===== src/rtl/register_transfer_sequencer.sv =====
// Sequences bus-mux selects and register load enables for MOVE, ALU and MULDIV
// register transfers. All outputs are registered alongside the state.
module register_transfer_sequencer (
  input  logic        clock,
  input  logic        clear,
  input  logic        cmd_valid,
  output logic        cmd_ready,
  input  logic [1:0]  cmd_mode,
  input  logic [4:0]  cmd_src_a,
  input  logic [4:0]  cmd_src_b,
  input  logic [4:0]  cmd_dst,
  input  logic [4:0]  cmd_alu_op,
  output logic [4:0]  select_signal,
  output logic [15:0] r_in,
  output logic        hi_in,
  output logic        lo_in,
  output logic        pc_in,
  output logic        mdr_in,
  output logic        y_in,
  output logic        z_in,
  output logic [4:0]  alu_op,
  output logic        busy,
  output logic        done,
  output logic        err
);

  localparam logic [1:0] MODE_MOVE   = 2'd0;
  localparam logic [1:0] MODE_ALU    = 2'd1;
  localparam logic [1:0] MODE_MULDIV = 2'd2;
  localparam logic [4:0] SEL_IDLE    = 5'd31;
  localparam logic [4:0] SEL_Z_HIGH  = 5'd18;
  localparam logic [4:0] SEL_Z_LOW   = 5'd19;

  typedef enum logic [2:0] {IDLE, S_A, S_B, S_LO, S_HI, ERR} state_t;

  state_t     state;
  logic [1:0] mode_q;
  logic [4:0] src_b_q;
  logic [4:0] dst_q;
  logic [4:0] op_q;

  function automatic logic cmd_legal(input logic [1:0] mode, input logic [4:0] src_a,
                                     input logic [4:0] src_b, input logic [4:0] dst);
    logic ok;
    ok = 1'b1;
    if (mode == 2'd3) ok = 1'b0;
    if (src_a > 5'd22) ok = 1'b0;
    if (mode != MODE_MOVE && src_b > 5'd22) ok = 1'b0;
    if (mode != MODE_MULDIV && !(dst <= 5'd17 || dst == 5'd20 || dst == 5'd21)) ok = 1'b0;
    return ok;
  endfunction

  // Packed as {mdr, pc, lo, hi, r[15:0]}
  function automatic logic [19:0] dst_en(input logic [4:0] d);
    logic [19:0] e;
    e = '0;
    if (d < 5'd16)       e[d[3:0]] = 1'b1;
    else if (d == 5'd16) e[16] = 1'b1;
    else if (d == 5'd17) e[17] = 1'b1;
    else if (d == 5'd20) e[18] = 1'b1;
    else if (d == 5'd21) e[19] = 1'b1;
    return e;
  endfunction

  always_ff @(posedge clock or negedge clear) begin
    if (!clear) begin
      state         <= IDLE;
      cmd_ready     <= 1'b0;
      busy          <= 1'b0;
      done          <= 1'b0;
      err           <= 1'b0;
      select_signal <= SEL_IDLE;
      r_in          <= '0;
      hi_in         <= 1'b0;
      lo_in         <= 1'b0;
      pc_in         <= 1'b0;
      mdr_in        <= 1'b0;
      y_in          <= 1'b0;
      z_in          <= 1'b0;
      alu_op        <= '0;
      mode_q        <= '0;
      src_b_q       <= '0;
      dst_q         <= '0;
      op_q          <= '0;
    end else begin
      // Every step is a single-cycle strobe; defaults return the bus to idle.
      select_signal <= SEL_IDLE;
      r_in          <= '0;
      hi_in         <= 1'b0;
      lo_in         <= 1'b0;
      pc_in         <= 1'b0;
      mdr_in        <= 1'b0;
      y_in          <= 1'b0;
      z_in          <= 1'b0;
      alu_op        <= '0;
      done          <= 1'b0;
      err           <= 1'b0;
      case (state)
        IDLE: begin
          if (cmd_valid && cmd_ready) begin
            mode_q    <= cmd_mode;
            src_b_q   <= cmd_src_b;
            dst_q     <= cmd_dst;
            op_q      <= cmd_alu_op;
            cmd_ready <= 1'b0;
            busy      <= 1'b1;
            if (!cmd_legal(cmd_mode, cmd_src_a, cmd_src_b, cmd_dst)) begin
              state <= ERR;
              err   <= 1'b1;
            end else if (cmd_mode == MODE_MOVE) begin
              state         <= S_LO;
              select_signal <= cmd_src_a;
              {mdr_in, pc_in, lo_in, hi_in, r_in} <= dst_en(cmd_dst);
              done          <= 1'b1;
            end else begin
              state         <= S_A;
              select_signal <= cmd_src_a;
              y_in          <= 1'b1;
            end
          end else begin
            cmd_ready <= 1'b1;
            busy      <= 1'b0;
          end
        end
        S_A: begin
          state         <= S_B;
          select_signal <= src_b_q;
          alu_op        <= op_q;
          z_in          <= 1'b1;
        end
        S_B: begin
          state         <= S_LO;
          select_signal <= SEL_Z_LOW;
          if (mode_q == MODE_ALU) begin
            {mdr_in, pc_in, lo_in, hi_in, r_in} <= dst_en(dst_q);
            done <= 1'b1;
          end else begin
            lo_in <= 1'b1;
          end
        end
        S_LO: begin
          if (mode_q == MODE_MULDIV) begin
            state         <= S_HI;
            select_signal <= SEL_Z_HIGH;
            hi_in         <= 1'b1;
            done          <= 1'b1;
          end else begin
            state     <= IDLE;
            busy      <= 1'b0;
            cmd_ready <= 1'b1;
          end
        end
        default: begin
          state     <= IDLE;
          busy      <= 1'b0;
          cmd_ready <= 1'b1;
        end
      endcase
    end
  end

endmodule


===== config.mk =====
export PLATFORM = sky130hd
export DESIGN_NAME = register_transfer_sequencer
export DESIGN_NICKNAME = d
export VERILOG_FILES = /design/src/rtl/register_transfer_sequencer.sv
export SDC_FILE = /design/constraint.sdc
export NUM_CORES = 1
export LEC_CHECK = 0
export ABC_AREA = 1
export CORE_MARGIN = 3
export CORE_UTILIZATION = 43
export DETAILED_ROUTE_END_ITERATION = 16
export GPL_ROUTABILITY_DRIVEN = 0
export PLACE_DENSITY = 0.71
export SETUP_SLACK_MARGIN = 0.05
export SLEW_MARGIN = 25
export SYNTH_ARGS = -nofsm -noshare
export SYNTH_HDL_FRONTEND = slang
export SYNTH_SLANG_ARGS = --single-unit

===== constraint.sdc =====
create_clock -name clock -period 4.35 [get_ports clock]
set_clock_uncertainty 0.15 [all_clocks]
set_input_delay 1.0875 -clock clock [delete_from_list [all_inputs] [get_ports clock]]
set_output_delay 1.0875 -clock clock [all_outputs]
set_load 0.05 [all_outputs]

# After elaboration in Yosys (flattened, before gate mapping)
# Cells that the tools add are included.
[op_classes] n_lt_le_gt_ge=9 n_eq_ne=17 n_mux=83 bitwise_logic=1 reduce_logical=14
[op_table] op="$mux W16" count=6
[op_table] op="$mux W1" count=51
[op_table] op="$eq A5 B5 Y1 const B" count=8
[op_table] op="$pmux W16 S2" count=1
[op_table] op="$pmux W5 S4" count=1
[op_table] op="$mux W3" count=5
[op_table] op="$mux W5" count=3
[op_table] op="$lt A4 B6 Y1 const B" count=2
[op_table] op="$mux W4" count=3
[op_table] op="$pmux W1 S3" count=4
[op_table] op="$pmux W3 S4" count=1
[op_table] op="$gt A5 B5 Y1 const B" count=2
[op_table] op="$lt A5 B5 Y1 const B" count=2
[op_table] op="$demux W1 S4" count=2
[op_table] op="$ge A4 B1 Y1 const B" count=2
[op_table] op="$eq A3 B2 Y1 const B" count=2
[op_table] op="$mux W2" count=3
[op_table] op="$ne A2 B2 Y1 const B" count=3
[op_table] op="$pmux W1 S2" count=3
[op_table] op="$le A5 B5 Y1 const B" count=1
[op_table] op="$logic_and A1 B1 Y1" count=5
[op_table] op="$eq A2 B2 Y1 const B" count=2
[op_table] op="$reduce_and A2 Y1" count=2
[op_table] op="$eq A3 B1 Y1 const B" count=1
[op_table] op="8 further kinds" count=9
[totals] register_bits=56 output_inout_bits=36 elab_cells=142

# Longest topological paths before layout
# Gate-level depths: netlist (run 1).
[logic_depth] depth_word=11 ltp_mapped=8

# Least setup slack after synthesis (run 1)
# OpenSTA, ideal clock, no wires.
[synth_path] path_kind="in2reg" startpoint="input port cmd_valid" endpoint="register r_in[7]" setup_ns=0.076 t_arrival_ns=1.899 required_ns=4.124 setup_slack_ns=2.225 stages=5 n_path_buf=1 cell_sequence="nand2_1 -> inv_1 -> clkbuf_1 -> nand4_1 -> o21ai_1"
[synth_between] elab_chain_cells=3
[synth_rtl] element="start, declared" line_no="6" source="input logic cmd_valid,"
[synth_rtl] element="$logic_and A1 B1 Y1" line_no="100" source="if (cmd_valid && cmd_ready) begin"
[synth_rtl] element="$mux W16" line_no="100"
[synth_rtl] element="$pmux W16 S2" line_no="98" source="case (state)"
[synth_rtl] element="end signal, assigned" line_no="113" source="{mdr_in, pc_in, lo_in, hi_in, r_in} <= dst_en(cmd_dst);"
[synth_rtl] element="end signal, assigned" line_no="135" source="{mdr_in, pc_in, lo_in, hi_in, r_in} <= dst_en(dst_q);"
[synth_rtl] element="end, declared" line_no="14" source="output logic [15:0] r_in,"
# Every way passes these cells.
# A chain may end at the register's enable or synchronous reset.

# Final worst setup path (run 1)
[layout_path] startpoint="register select_signal[1]" endpoint="output port select_signal[1]"
[layout_lines] element="start, declared" line_no="13" source="output logic [4:0] select_signal,"
[layout_lines] element="start signal, assigned" line_no="112" source="select_signal <= cmd_src_a;"
[layout_lines] element="start signal, assigned" line_no="117" source="select_signal <= cmd_src_a;"
[layout_lines] element="start signal, assigned" line_no="127" source="select_signal <= src_b_q;"
# No word-level cell between the ends.

==> flow_summary_export.csv, run 1 <==
group,metric,value,unit
power,switchingPower,0.8547,mW
layout,layout_commonest_cell,"nand2_1",
clock_tree,htree_levels,2,
clock_tree,postCtsSetupRepairBufs,0,
synthesis,ys_types,28,
hold_path,hold_class,"reg -> reg",
critical_path,path_max_fanout,1,
layout,area_growth_syn_to_layout,29.98,%
floorplan,die_h,83.39,um
route,postRouteAntennaNets,0,
floorplan,coreArea,0.005642,mm2
route,drc,0,
status,status,"complete, no violations",
timing,period_needed,2.868,ns
synthesis,netlist_area,0.002575,mm2
floorplan,die_w,83.39,um
critical_path,cp-start-kind,"register",
timing,fin_crit_sh,0.6592,
run,cap_violations,0,
route,dr.pass1.iters,4,
clock_tree,cts_tree,"yes",
timing,hold_viol,0,
layout,final_nets,386,
route,wl,6125,um
power,total_power,1.958,mW
power,p_per_area,585.1,mW/mm2
clock_tree,clk_path_buf_depth,2,
route,drt_iter0_markers,234,
global_route,grt_overflow_total,0,
power,p_int,1.104,mW
timing,rsz0062_at_grt,"false",
critical_path,critPathMaxStageDelay,0.79,ns
synthesis,ys_ff_latch,56,
power,comb_power_share,0.432,
critical_path,path_cells,"clkdlybuf4s50_1",
critical_path,cp_top_family,"buffers and inverters",
layout,final_cell_mix,"nand2_1 (64), clkdlybuf4s50_1 (59), dfrtp_1 (51)",
clock_tree,hold_buffers,0,
floorplan,rows,27,
timing,timing.setup.tns,0,ns
timing,tightest_slew,0.7458,ns
synthesis,synth_area_leader_cell,"dfrtp_1",
global_route,grt_pass1_vias,2211,
clock_tree,cts_made_buffers,5,
critical_path,critPathBufInv,1,
global_route,grt_max_degree,35,
clock_tree,clk_latency,0.31,ns
critical_path,crit_path_end_kind,"output port",
timing,slew_headroom,0.5028,
clock_tree,path_clk_slew,0.10,ns
floorplan,die-area,0.006953,mm2
layout,drive_gt1_frac,0.07459,
power,seqPwrFrac,0.392,
global_route,grt_pass1_wl,10430,um
global_route,grt_antenna_before_repair,0,
synthesis,seq_area_frac_synth,0.5466,
timing,slew_viol_final,0,
clock_tree,cts_sinks,56,
synthesis,syn_avg_cell_area,8.612,um2
clock_tree,root_buffer,"clkbuf_8",
placed_design,numPortBuffers,60,
layout,nFillCells,493,
synthesis,synth_top_area_share,0.4956,
critical_path,worstPathArrival,1.63,ns
synthesis,synth_area_leaders,"dfrtp_1 (50%), nand2_1 (9.3%), nor2_1 (6.0%)",
clock_tree,cts-resized-gates,0,
placed_design,place_hpwl,4545,um
synthesis,syn_nets,324,
floorplan,initial_core_util,0.4564,
critical_path,crit_slowest_cell,"clkdlybuf4s50_1",
power,clkPwrFrac,0.176,
route,wl_per_cell,14.11,um
floorplan,io_pins,61,
critical_path,critPathRequiredTime,3.11,ns
power,swShare,0.4364,
route,vias,2205,
power,p_leak,1.564,nW
timing,fmax,0.3487,GHz
layout,n_antenna_cell,0,
power,ir_worst_vdd,420.4,uV
synthesis,ys_warn_count,0,
synthesis,postSynthCellCount,299,
timing,setup_violations,0,
critical_path,crit_type,"reg -> out",
global_route,grt_util_all_layers,0.1846,
route,via_per_inst,5.081,
-- layout make-up --
type / instances / area (um2) / area share
multi-input cells: 200 / 991.0 / 0.2961
clock inverters: 3 / 47.55 / 0.01421
inverters: 37 / 138.9 / 0.04150
flip-flops and latches: 56 / 1408 / 0.4206
clock buffers: 5 / 68.82 / 0.02056
repair buffers: 61 / 603.1 / 0.1802
well taps: 72 / 90.09 / 0.02692
-- flip-flops by register name, summed over array words and instances (netlist names) --
| register | count |
|---|---|
| src_b_q | 5 |
| busy | 1 |
| err | 1 |
| hi_in | 1 |
| lo_in | 1 |
| op_q | 5 |
| z_in | 1 |
| r_in | 16 |
| select_signal | 5 |
| dst_q | 5 |
| mode_q | 2 |
| state | 3 |
| y_in | 1 |
| cmd_ready | 1 |
| pc_in | 1 |
| mdr_in | 1 |
| done | 1 |
| alu_op | 5 |
-- worst paths after layout --
check	depth (start not counted)	from	to	slack (ns)
min in group asynchronous	1	clear	src_b_q[2]$_DFFE_PN0P_	0.68
max in group asynchronous	2	clear	r_in[3]$_DFF_PN0_	2.58
setup reg to reg	5	state[0]$_DFFE_PN0P_	r_in[9]$_DFF_PN0_	2.53
hold reg to reg	2	src_b_q[1]$_DFFE_PN0P_	src_b_q[1]$_DFFE_PN0P_	0.34
hold / removal	2	src_b_q[1]$_DFFE_PN0P_	src_b_q[1]$_DFFE_PN0P_	0.34
setup / recovery	1	select_signal[1]$_DFF_PN1_	select_signal[1]	1.48
-- cell families (layout without fill, tap and decap cells) --
kind of cell           count (synthesis)  count (layout)  synth area share
flip-flops                            56              56            0.5466
AND/OR/NAND/NOR                      155             155            0.2867
buffers and inverters                 43             106           0.06851
AO/OA/AOI/OAI                         45              45           0.09815
-- power by group through the flow --
| stage | Combinational, mW | Sequential, mW | Clock, mW |
|---|---|---|---|
| CTS | 0.845 | 0.769 | 0.353 |
| detailed placement | 0.840 | 0.780 | 0 |
| global placement | 0.825 | 0.774 | 0 |
| finish | 0.845 | 0.768 | 0.344 |
| global route | 0.921 | 0.790 | 0.374 |
| floorplan | 0.386 | 0.967 | 0 |
-- per-layer routing --
metal	global-route usage	wire [um]	vias up
met5	0	0	-
met4	0.05349	85	0
met3	0.02976	328	7
met2	0.3083	2984	69
met1	0.2478	2726	1034
li1	-	-	1095
-- synth_stat cells, drive strengths merged --
library cell / count
buf: 5
and3: 1
nor3: 7
a211oi: 1
nand3: 24
nand2: 66
dfstp: 5
nor2: 45
inv: 36
dfrtp: 51
o22ai: 1
o21ai: 28
a31oi: 1
a21oi: 5
clkbuf: 1
nand4: 12
o21bai: 9
clkinv: 1
-- per-stage QoR --
step / util / hold WS (ns) / cell area, um2 / cells / setup slack, ns
after detailed placement: 0.5726 / 0.3185 / 3231 / 426 / 1.396
final: 0.5933 / 0.3372 / 3347 / 434 / 1.482
after global routing: 0.5933 / 0.3798 / 3347 / 434 / 1.444
after floorplan: - / 0.2922 / 2575 / 299 / 2.225
after global placement: 0.5726 / 0.3170 / 3231 / 426 / 1.455
after CTS: 0.5933 / 0.3431 / 3347 / 434 / 1.468
Note: power is estimated with default switching activity, not from simulation.
==> inputs of run 2 (changes only) <==
==> constraint.sdc (replaced) <==
create_clock -name clock -period 2.98 [get_ports clock]
set_clock_uncertainty 0.15 [all_clocks]
set_input_delay 0.745 -clock clock [delete_from_list [all_inputs] [get_ports clock]]
set_output_delay 0.745 -clock clock [all_outputs]
set_load 0.05 [all_outputs]
==> run 2 against run 1 <==
- critical path depth unchanged
- cell count increased by 0.46%
- first-iteration DRC count fell by 35%
- via count is 0.32% higher
- global-route usage down 0.92 points
- worst hold slack worse by 0.074 ns
- power rose by 40%
- critical endpoint is now select_signal[4]
- largest power group unchanged
==> flow_summary_export.csv, run 2 (same netlist as run 1, synthesis figures left out) <==
group,metric,value,unit
timing,fin_crit_sh,0.8499,
timing,slew_viol_final,0,
critical_path,critPathBufInv,1,
layout,final_cell_mix,"nand2_1 (64), clkdlybuf4s50_1 (59), dfrtp_1 (51)",
critical_path,crit_slowest_cell,"clkdlybuf4s50_1",
layout,multi_input_area,991.0,um2
timing,fin_ws,0.4474,ns
layout,seq_area,0.001408,mm2
floorplan,die_w,83.39,um
layout,final_nets,388,
global_route,grt_pass1_wl,9901,um
timing,rsz0062_at_grt,"false",
power,ir_worst_vdd,497.3,uV
timing,setup_violations,0,
clock_tree,root_buffer,"clkbuf_8",
critical_path,cp_top_family,"buffers and inverters",
layout,n_antenna_cell,0,
placed_design,place_hpwl,4462,um
layout,final_util,0.5902,
critical_path,cp-start-kind,"register",
route,wl,5845,um
placed_design,dp_slack,0.4283,ns
floorplan,rows,27,
clock_tree,cts-resized-gates,0,
floorplan,coreArea,0.005642,mm2
clock_tree,cts_sinks,56,
layout,drive_gt1_frac,0.07418,
global_route,grt_overflow_total,0,
clock_tree,htree_levels,2,
timing,slew_headroom,0.6423,
timing,tightest_slew,0.5365,ns
clock_tree,clk_path_buf_depth,2,
route,postRouteAntennaNets,0,
timing,timing.setup.tns,0,ns
timing,whs,0.2628,ns
power,total_power,2.737,mW
power,p_per_area,822.2,mW/mm2
hold_path,hold_class,"in -> async",
route,via_per_inst,5.073,
placed_design,dpl-instance-area,0.003246,mm2
floorplan,initial_core_util,0.4564,
route,dr.pass1.iters,5,
critical_path,path_cells,"clkdlybuf4s50_1",
critical_path,critPathRequiredTime,2.09,ns
clock_tree,clk_latency,0.31,ns
clock_tree,cts_tree,"yes",
global_route,grt_pass1_vias,2097,
floorplan,die_h,83.39,um
floorplan,die-area,0.006953,mm2
timing,fmax,0.3948,GHz
critical_path,critPathMaxStageDelay,0.79,ns
route,wl_per_cell,13.41,um
power,p_leak,1.559,nW
clock_tree,path_clk_slew,0.09,ns
floorplan,io_pins,61,
layout,largest_reg_flops,16,
critical_path,worstPathArrival,1.64,ns
clock_tree,cts_made_buffers,5,
run,cap_violations,0,
route,vias,2212,
clock_tree,hold_buffers,0,
layout,finalNonFillerCells,436,
timing,period_needed,2.533,ns
placed_design,numPortBuffers,60,
status,status,"complete, no violations",
route,drt_iter0_markers,153,
global_route,grt_antenna_before_repair,0,
global_route,grt_util_all_layers,0.1754,
critical_path,crit_type,"reg -> out",
placed_design,dp_cells,428,
layout,nFillCells,501,
layout,final_area,0.003329,mm2
layout,area_growth_syn_to_layout,29.30,%
global_route,grt_max_degree,44,
route,drc,0,
critical_path,path_max_fanout,1,
layout,layout_commonest_cell,"nand2_1",
critical_path,crit_path_end_kind,"output port",
clock_tree,postCtsSetupRepairBufs,0,
layout,regMostFlops,"r_in",
timing,hold_viol,0,
## run 2: cell types whose count changed in the layout (fill, tap and decap cells not counted)
cell / previous run / this run
bufinv_16: 1 / 0
buf_2: 1 / 0
clkinv_2: 0 / 1
buf_4: 1 / 4
clkbuf_1: 0 / 2
clkinv_4: 2 / 0
## run 2: routing by layer
| metal | global-route usage | wire length [um] | up-vias |
|---|---|---|---|
| li1 | - | - | 1094 |
| met1 | 0.2326 | 2530 | 1031 |
| met2 | 0.2792 | 2762 | 78 |
| met3 | 0.04365 | 460 | 9 |
| met4 | 0.06241 | 91 | 0 |
| met5 | 0 | 0 | - |
## run 2: worst register-to-register path, stage by stage, from the launching register on
cell	delay, ns
dfrtp_1	0.46
inv_2	0.12
nand3_4	0.12
nor3_4	0.43
nand3_4	0.21
o21bai_1	0.20
## run 2: power by group
part	switching [mW]	internal (mW)
clock	0.229	0.166
combinational	0.853	0.371
sequential	0.126	0.993
## run 2: final cells by class
cell class                 instances  share of cell area
tap                               72             0.02706
sequential                        56              0.4228
timing repair buffer              63              0.1864
inverter                          37             0.04171
clock buffer                       7             0.02292
multi-input combinational        200              0.2976
clock inverter                     1            0.001503
## run 2: final timing paths
check | start | endpoint | slack, ns | depth (start not counted)
setup / recovery | select_signal[4]$_DFF_PN1_ | select_signal[4] | 0.45 | 1
hold / removal | clear | alu_op[2]$_DFF_PN0_ | 0.26 | 1
setup reg to reg | state[0]$_DFFE_PN0P_ | r_in[10]$_DFF_PN0_ | 1.21 | 5
hold reg to reg | op_q[3]$_DFFE_PN0P_ | alu_op[3]$_DFF_PN0_ | 0.34 | 2
max in group asynchronous | clear | done$_DFF_PN0_ | 1.89 | 2
min in group clock | op_q[3]$_DFFE_PN0P_ | alu_op[3]$_DFF_PN0_ | 0.34 | 2
==> inputs of run 3 (changes only) <==
--- a/config.mk
+++ b/config.mk
@@ -10,7 +10,7 @@
 export CORE_UTILIZATION = 43
 export DETAILED_ROUTE_END_ITERATION = 16
 export GPL_ROUTABILITY_DRIVEN = 0
-export PLACE_DENSITY = 0.71
+export PLACE_DENSITY = 0.73
 export SETUP_SLACK_MARGIN = 0.05
 export SLEW_MARGIN = 25
 export SYNTH_ARGS = -nofsm -noshare
==> constraint.sdc (replaced) <==
create_clock -name clock -period 2.3 [get_ports clock]
set_clock_uncertainty 0.15 [all_clocks]
set_input_delay 0.575 -clock clock [delete_from_list [all_inputs] [get_ports clock]]
set_output_delay 0.575 -clock clock [all_outputs]
set_load 0.05 [all_outputs]
==> run 3 against run 2 <==
- register-to-register slack got worse by 0.61 ns
- design area is 1.2% higher
- routed wire length up 3.2%
- non-clock buffer count is 5 higher
- clock power grew 39%
- worst hold slack lost 0.19 ns
- critical path type unchanged
- highest routed layer unchanged
==> flow_summary_export.csv, run 3 (same netlist as run 1, synthesis figures left out) <==
group,metric,value,unit
power,ir_worst_vdd,712.7,uV
layout,final_nets,393,
critical_path,cp-start-kind,"register",
timing,fmax,0.4596,GHz
layout,nFillCells,479,
critical_path,crit_slowest_cell,"clkdlybuf4s50_1",
global_route,grt_overflow_total,0,
critical_path,worstPathArrival,1.45,ns
route,vias,2286,
clock_tree,hold_buffers,0,
timing,tightest_slew,0.5137,ns
timing,slew_viol_final,0,
timing,slew_headroom,0.6569,
clock_tree,postCtsSetupRepairBufs,0,
global_route,grt_antenna_before_repair,0,
timing,period_needed,2.176,ns
route,drc,0,
timing,fin_crit_sh,0.9461,
clock_tree,cts_sinks,56,
layout,seq_area,0.001408,mm2
layout,area_growth_syn_to_layout,30.90,%
floorplan,die-area,0.006953,mm2
critical_path,cp_top_family,"buffers and inverters",
timing,setup_violations,0,
global_route,grt_pass1_wl,10110,um
layout,finalNonFillerCells,441,
layout,final_cell_mix,"nand2_1 (64), dfrtp_1 (51), clkdlybuf4s50_1 (49)",
route,wl,6031,um
timing,fin_ws,0.1240,ns
placed_design,place_hpwl,4554,um
critical_path,critPathBufInv,1,
floorplan,initial_core_util,0.4564,
critical_path,reg2reg_from,"state[1]$_DFFE_PN0P_",
floorplan,io_pins,61,
route,via_per_inst,5.184,
critical_path,crit_path_end_kind,"output port",
placed_design,numPortBuffers,60,
critical_path,crit_type,"reg -> out",
route,postRouteAntennaNets,0,
placed_design,dp_slack,0.04968,ns
route,wl_per_cell,13.68,um
run,cap_violations,0,
global_route,grt_util_all_layers,0.1765,
status,status,"complete, no violations",
timing,rsz0062_at_grt,"false",
clock_tree,htree_levels,2,
clock_tree,path_clk_slew,0.10,ns
floorplan,rows,27,
timing,timing.setup.tns,0,ns
critical_path,r2r_slack,0.60,ns
floorplan,coreArea,0.005642,mm2
critical_path,r2r-end,"busy$_DFFE_PN0P_",
clock_tree,clk_latency,0.31,ns
timing,hold_viol,0,
clock_tree,clk_path_buf_depth,2,
critical_path,critPathRequiredTime,1.57,ns
layout,regMostFlops,"r_in",
critical_path,ff2ff_path_depth,5,
global_route,grt_pass1_vias,2151,
layout,drive_gt1_frac,0.1084,
clock_tree,cts_made_buffers,5,
power,p_leak,1.618,nW
route,dr.pass1.iters,5,
hold_path,hold_class,"in -> async",
route,drt_iter0_markers,171,
critical_path,path_max_fanout,1,
clock_tree,root_buffer,"clkbuf_8",
layout,multi_input_area,991.0,um2
layout,n_antenna_cell,0,
layout,layout_commonest_cell,"nand2_1",
floorplan,die_w,83.39,um
global_route,grt_max_degree,36,
layout,final_util,0.5975,
clock_tree,cts_tree,"yes",
critical_path,path_cells,"clkdlybuf4s50_1",
layout,largest_reg_flops,16,
timing,whs,0.06836,ns
clock_tree,cts-resized-gates,0,
power,p_per_area,1073,mW/mm2
critical_path,critPathMaxStageDelay,0.80,ns
floorplan,die_h,83.39,um
placed_design,dp_cells,433,
-- run 3: changes by cell type in the layout (fill, tap and decap cells not counted), sizes merged --
cell / previous run / this run
buf: 4 / 17
clkbuf: 7 / 8
dlymetal6s2s: 0 / 2
clkdlybuf4s50: 59 / 49
clkinv: 2 / 1
-- run 3: final cells by class --
cell class              count  share of cell area
repair buffers             68              0.1938
well taps                  72             0.02673
flip-flops and latches     56              0.4176
clock buffers               8             0.02673
multi-input cells         200              0.2940
inverters                  37             0.04120
-- run 3: worst max path at each step --
stage                     cells past startpoint                  to                   from
after floorplan                               5   r_in[7]$_DFF_PN0_  cmd_ready$_DFFE_PN0P_
after global placement                        8  r_in[15]$_DFF_PN0_            cmd_mode[1]
after detailed placement                      9  r_in[11]$_DFF_PN0_            cmd_mode[0]
after CTS                                     1           cmd_ready  cmd_ready$_DFFE_PN0P_
after global routing                          1           alu_op[0]    alu_op[0]$_DFF_PN0_
final                                         1           alu_op[4]    alu_op[4]$_DFF_PN0_
-- run 3: layer usage --
metal  vias up  routed length (um)  track usage  part of all wire
met5         -                   0            0                 0
li1       1107                   -            -                 -
met2        84                2927       0.2894              0.49
met1      1087                2677       0.2377              0.44
met4         0                  65      0.05052             0.011
met3         8                 361      0.03472             0.060
-- run 3: where the power goes --
| part | switching (mW) | total (mW) | internal [mW] | leakage (nW) |
|---|---|---|---|---|
| logic | 1.14 | 1.62 | 0.486 | 0.847 |
| clock network | 0.301 | 0.548 | 0.247 | 0.0455 |
| registers | 0.159 | 1.45 | 1.29 | 0.726 |
| total | 1.60 | 3.62 | 2.02 | 1.62 |
-- run 3: through the flow --
stage / power (mW) / instance area [um2]
finish: 3.616 / 3371
global route: 3.847 / 3371
CTS: 3.619 / 3366
detailed placement: 3.075 / 3276
global placement: 3.039 / 3276
floorplan: 2.560 / 2575
